$ cat src/rtl/pipe_pkg.sv
// pipe_pkg: shared state type, flush value and state-derivation helper for the skid pipeline stage
package pipe_pkg;

    typedef enum logic [1:0] {
        PS_EMPTY = 2'd0,
        PS_BUSY  = 2'd1,
        PS_FULL  = 2'd2
    } pipe_state_t;

    localparam int PIPE_FLUSH_VALUE = 0;

    function automatic pipe_state_t pipe_state(input logic main_v, input logic skid_v);
        return !main_v ? PS_EMPTY : skid_v ? PS_FULL : PS_BUSY;
    endfunction

endpackage

$ cat src/rtl/pipe_stage_skid_if.sv
// pipe_stage_skid_if: upstream and downstream valid/ready handshake of the skid stage
interface pipe_stage_skid_if #(
    parameter int WIDTH = 32
);
    logic             in_valid;
    logic [WIDTH-1:0] in_data;
    logic             in_ready;
    logic             out_valid;
    logic [WIDTH-1:0] out_data;
    logic             out_ready;

    modport master (
        output in_valid, in_data, out_ready,
        input  in_ready, out_valid, out_data
    );

    modport slave (
        input  in_valid, in_data, out_ready,
        output in_ready, out_valid, out_data
    );
endinterface

$ cat src/rtl/pipe_dreg.sv
// pipe_dreg: data register with enable and a synchronous clear that overrides the enable
module pipe_dreg
    import pipe_pkg::*;
#(
    parameter int WIDTH = 32
) (
    input  logic             clk,
    input  logic             rst,
    input  logic             clr,
    input  logic             en,
    input  logic [WIDTH-1:0] d,
    output logic [WIDTH-1:0] q
);

    // clear wins over load so a flush always leaves the register at the flush value
    always_ff @(posedge clk) begin
        if (rst || clr) q <= WIDTH'(PIPE_FLUSH_VALUE);
        else if (en)    q <= d;
    end

endmodule

$ cat src/rtl/pipe_stage_skid.sv
// pipe_stage_skid: registered pipeline stage with one-entry skid buffer, flush and saturating stall counter
module pipe_stage_skid
    import pipe_pkg::*;
#(
    parameter int WIDTH = 32,
    parameter int CNT_W = 16
) (
    input  logic              clk,
    input  logic              rst,
    input  logic              flush_i,
    pipe_stage_skid_if.slave  pipe,
    output logic [CNT_W-1:0]  stall_cnt_o
);

    pipe_state_t      state;
    logic             main_v_q, main_v_d;
    logic             skid_v_q, skid_v_d;
    logic             in_ready_q;
    logic             accept, deliver;
    logic             main_en, skid_en;
    logic [WIDTH-1:0] main_q, main_d, skid_q;
    logic [CNT_W-1:0] stall_q, stall_d;

    // next-state of the valid bits, register loads and stall counter from the derived state
    always_comb begin
        state    = pipe_state(main_v_q, skid_v_q);
        accept   = pipe.in_valid & in_ready_q;
        deliver  = main_v_q & pipe.out_ready;
        main_en  = (accept & ((state == PS_EMPTY) | deliver)) | ((state == PS_FULL) & deliver);
        skid_en  = accept & (state == PS_BUSY) & !deliver;
        main_d   = (state == PS_FULL) ? skid_q : pipe.in_data;
        main_v_d = flush_i ? 1'b0 : (state == PS_FULL) | accept | (main_v_q & !deliver);
        skid_v_d = flush_i ? 1'b0 : (state == PS_FULL) ? !deliver : skid_en;
        stall_d  = (main_v_q & !pipe.out_ready & (stall_q != '1)) ? stall_q + CNT_W'(1) : stall_q;
    end

    // valid bits, registered ready (mirror of the skid slot being free) and stall counter
    always_ff @(posedge clk) begin
        if (rst) begin
            main_v_q   <= 1'b0;
            skid_v_q   <= 1'b0;
            in_ready_q <= 1'b1;
            stall_q    <= '0;
        end else begin
            main_v_q   <= main_v_d;
            skid_v_q   <= skid_v_d;
            in_ready_q <= !skid_v_d;
            stall_q    <= stall_d;
        end
    end

    pipe_dreg #(.WIDTH(WIDTH)) u_main (
        .clk (clk),
        .rst (rst),
        .clr (flush_i),
        .en  (main_en),
        .d   (main_d),
        .q   (main_q)
    );

    pipe_dreg #(.WIDTH(WIDTH)) u_skid (
        .clk (clk),
        .rst (rst),
        .clr (flush_i),
        .en  (skid_en),
        .d   (pipe.in_data),
        .q   (skid_q)
    );

    assign pipe.in_ready  = in_ready_q;
    assign pipe.out_valid = main_v_q;
    assign pipe.out_data  = main_q;
    assign stall_cnt_o    = stall_q;

endmodule

$ cat src/flat_wrapper.sv
// flat-port wrapper written by rule: the top's interface ports become plain ports
module pipe_stage_skid_flat import pipe_pkg::*;
#(
    parameter int WIDTH = 32,
    parameter int CNT_W = 16
)
  (clk, rst, flush_i, stall_cnt_o, pipe_in_valid, pipe_in_data, pipe_out_ready, pipe_in_ready, pipe_out_valid, pipe_out_data);
  pipe_stage_skid_if #(.WIDTH(WIDTH)) pipe_i ();
  input  logic clk;
  input  logic rst;
  input  logic flush_i;
  output logic [CNT_W-1:0] stall_cnt_o;
  input wire logic [$bits(pipe_i.in_valid)-1:0] pipe_in_valid;
  input wire logic [$bits(pipe_i.in_data)-1:0] pipe_in_data;
  input wire logic [$bits(pipe_i.out_ready)-1:0] pipe_out_ready;
  output wire logic [$bits(pipe_i.in_ready)-1:0] pipe_in_ready;
  output wire logic [$bits(pipe_i.out_valid)-1:0] pipe_out_valid;
  output wire logic [$bits(pipe_i.out_data)-1:0] pipe_out_data;
  assign pipe_i.in_valid = pipe_in_valid;
  assign pipe_i.in_data = pipe_in_data;
  assign pipe_i.out_ready = pipe_out_ready;
  assign pipe_in_ready = pipe_i.in_ready;
  assign pipe_out_valid = pipe_i.out_valid;
  assign pipe_out_data = pipe_i.out_data;
  pipe_stage_skid #(.WIDTH(WIDTH), .CNT_W(CNT_W)) u_core (.clk(clk), .rst(rst), .flush_i(flush_i), .pipe(pipe_i), .stall_cnt_o(stall_cnt_o));
endmodule
$ cat config.mk
export PLATFORM = sky130hd
export DESIGN_NAME = pipe_stage_skid_flat
export DESIGN_NICKNAME = d
export VERILOG_FILES = /design/src/rtl/pipe_pkg.sv /design/src/rtl/pipe_stage_skid_if.sv /design/src/rtl/pipe_dreg.sv /design/src/rtl/pipe_stage_skid.sv /design/src/flat_wrapper.sv
export SDC_FILE = /design/constraint.sdc
export NUM_CORES = 1
export LEC_CHECK = 0
export ABC_AREA = 1
export BUFFER_PORTS_ARGS = -buffer_cell sky130_fd_sc_hd__buf_2
export CORE_MARGIN = 3
export CORE_UTILIZATION = 53
export CTS_CLUSTER_SIZE = 16
export DETAILED_ROUTE_END_ITERATION = 8
export GPL_ROUTABILITY_DRIVEN = 1
export HOLD_SLACK_MARGIN = 0.08
export PLACE_DENSITY = 0.79
export SLEW_MARGIN = 20
export SYNTH_ARGS = -nofsm -noshare
export SYNTH_HDL_FRONTEND = slang
export SYNTH_SLANG_ARGS = --single-unit
$ cat constraint.sdc
create_clock -name clk -period 1.61 [get_ports clk]
set_clock_uncertainty 0.1 [all_clocks]
set_input_delay 0.0805 -clock clk [delete_from_list [all_inputs] [get_ports clk]]
set_output_delay 0.0805 -clock clk [all_outputs]
set_load 0.02 [all_outputs]
==> results.cfg <==
[placed_design]
gp_congestion = 0.8768
dp_hpwl_mm = 6.368
place_ws_ns = 0.03517
port_buffers = 86
postPlaceCellArea_um2 = 4185

[critical_path]
rr_startpoint = u_core.stall_cnt_o[7]
reg2reg_depth = 7
timing.rr.end = u_core.stall_cnt_o[1]
start_kind = flip-flop
arrival_ns = 1.69
endpoint_kind = flip-flop
cp_max_fo = 6
required_ns = 1.76
r2r_setup_slack_ns = 0.07
criticalPathCategory = flip-flop to flip-flop

[global_route]
grt_pass1_wl_mm = 16.01
antenna_found_initial = 0
grt_pass1_vias = 3512
grt-ovfl-total = 0
grt_max_degree = 39
grt_use_total_pct = 25.84

[pwr]
peakVddDrop_uv = 679.3
leakagePower_nw = 2.162
power_density_nw_per_um2 = 872.3

[clocking]
clk_latency_ns = 0.36
cts_num_sinks = 83
path_clk_slew_ns = 0.09
clk_path_buf_depth = 2
cts_root_buf = clkbuf_8
htreeDepth = 3
cts_buffers = 9
cts_tree = built

[logic_synthesis]
synth.distinct_cells = 28
synth_area_per_cell_um2 = 7.334
synthesis.nets = 530
syn_inst = 492
ys_seq_area_share_pct = 46.05
synth-seq-cells = 83
syn_area_um2 = 3608
synth_top_area_share_pct = 46.05
yosys.area.top_type = dfxtp_1
yosys-top-cells-area = dfxtp_1, nor2_1, nand2_1, o21ai_0, nand3_1
yosysWarnings = 0

[cells_and_area]
drive_gt1_share_pct = 25.24
multi_input_area_um2 = 1728
final_cell_mix = nor2_1, buf_2, dfxtp_1
final_common_cell = nor2_1
area_growth_pct = 33.84
n_fill_cell = 515
fin_area_um2 = 4830
ff_latch_area_um2 = 1670
nNetsFinal = 655
num_antenna_cells = 0

[drt]
drtIter0Drc = 175
post_drt_wl_per_cell_um = 13.93
dr_total_vias = 3901
first_pass_iters = 5
post-route-drc-count = 0
via_per_inst = 5.581
ant_nets = 0
wl_mm = 9.735

[sta]
final-hold-violation-count = 0
hold_ws_ns = 0.3596
period_share_pct = 95.85
slew_headroom_pct = 67.46
min_period_ns = 1.543
drv_slew = 0
setup_viol = 0
tightest_slew_ns = 0.4876
finalSetupTns_ns = 0
fmax_mhz = 648.0
fin_ws_ns = 0.06686

[die]
ios = 87
dieWidth_um = 88.52
rows = 29
start_util_pct = 55.87
die_height_um = 88.52
core_um2 = 6459
fp.dieArea_um2 = 7835

[min_path]
hold_path.class = flip-flop to flip-flop
hold_start = u_core.u_skid.q[29]
hold_end = u_core.u_skid.q[29]
worstHoldPathCells = 2

[flow_run]
cap_violations = 0

[outcome]
status = complete, no violations
==> where the power goes <==
| part | internal [mW] | switching, mW |
|---|---|---|
| registers | 2.10 | 0.0239 |
| clock network | 0.877 | 0.772 |
| logic | 0.202 | 0.240 |
| total | 3.18 | 1.04 |
==> cell families after synthesis <==
group,share of synthesized area (%)
AOI/OAI and AO/OA,16.96
adders and majority gates,0.3467
buffers and inverters,6.726
DFF,46.05
and+or+nand+nor,29.92
==> stage by stage <==
stage / utilization [%] / total power, mW / std cells
after global routing: 74.78 / 4.381 / 699
after detailed placement: 64.80 / 2.528 / 643
after floorplan: - / 2.369 / 492
after global placement: 64.80 / 2.519 / 643
final: 74.78 / 4.213 / 699
after CTS: 73.73 / 4.224 / 695
==> worst max-delay path, stage by stage (launching register included) <==
cell and delay (ns):
dfxtp_1 0.44, nand2_2 0.12, nor2_4 0.20, nand2_2 0.09, nor2_4 0.22, nor2_1 0.09
o21ai_1 0.13, nor2_1 0.05
==> routing by layer <==
| layer | share of wire [%] | track usage, % |
|---|---|---|
| met5 | 0 | 0 |
| met4 | 1.6 | 10.16 |
| met3 | 6.2 | 5.214 |
| met2 | 49 | 43.10 |
| met1 | 43 | 32.89 |
==> repair_timing <==
action | in CTS | in global routing
buffers inserted | 0 | 4
endpoints found under the setup margin | 0 | 21
gates resized for setup | 0 | 13
hold buffers | 36 | 0
endpoints found under the hold margin | 65 | 0
==> Yosys cell counts <==
cell type  number
a211oi_1        4
nand2_2         3
nand4_1         2
buf_2          11
inv_2           3
nand4_4         1
a31oi_1        29
nor3b_1         1
and2_1          1
nor2_2          4
buf_1           1
ha_1            1
buf_6           2
nor2_1        105
buf_4           4
dfxtp_1        83
clkbuf_1       14
nand2_1        72
o21ai_0        50
nor3_1          2
inv_1          18
nor3_2          1
a21oi_1        12
nand3_1        40
nor2_4          6
nand3_2         3
o21ai_1        18
and3_1          1
==> worst max-delay path by stage <==
stage                                from               endpoint  slack, ns  depth (start not counted)
floorplan           u_core.stall_cnt_o[0]  u_core.stall_cnt_o[0]       0.02                          8
global placement    u_core.stall_cnt_o[1]  u_core.stall_cnt_o[1]       0.11                          8
detailed placement  u_core.stall_cnt_o[1]  u_core.stall_cnt_o[1]       0.04                          8
CTS                 u_core.stall_cnt_o[1]  u_core.stall_cnt_o[1]       0.02                          8
global route        u_core.pipe.out_valid    u_core.u_main.q[14]      -0.02                          7
finish              u_core.stall_cnt_o[7]  u_core.stall_cnt_o[1]       0.07                          7
==> cell type report <==
cell class | count | share of cell area, %
clock buffer | 10 | 2.642
clock inverter | 6 | 1.839
inverter | 21 | 1.684
multi-input combinational | 356 | 35.78
sequential | 83 | 34.59
tap | 77 | 1.995
timing repair buffer | 146 | 21.48
==> flip-flops by register name (all words and copies together), names as in the netlist <==
register,flops
u_core.pipe.in_ready,1
u_core.pipe.out_valid,1
u_core.skid_v_q,1
u_core.u_skid.q,32
u_core.stall_cnt_o,16
u_core.u_main.q,32
Note: power is estimated with default switching activity, not from simulation.
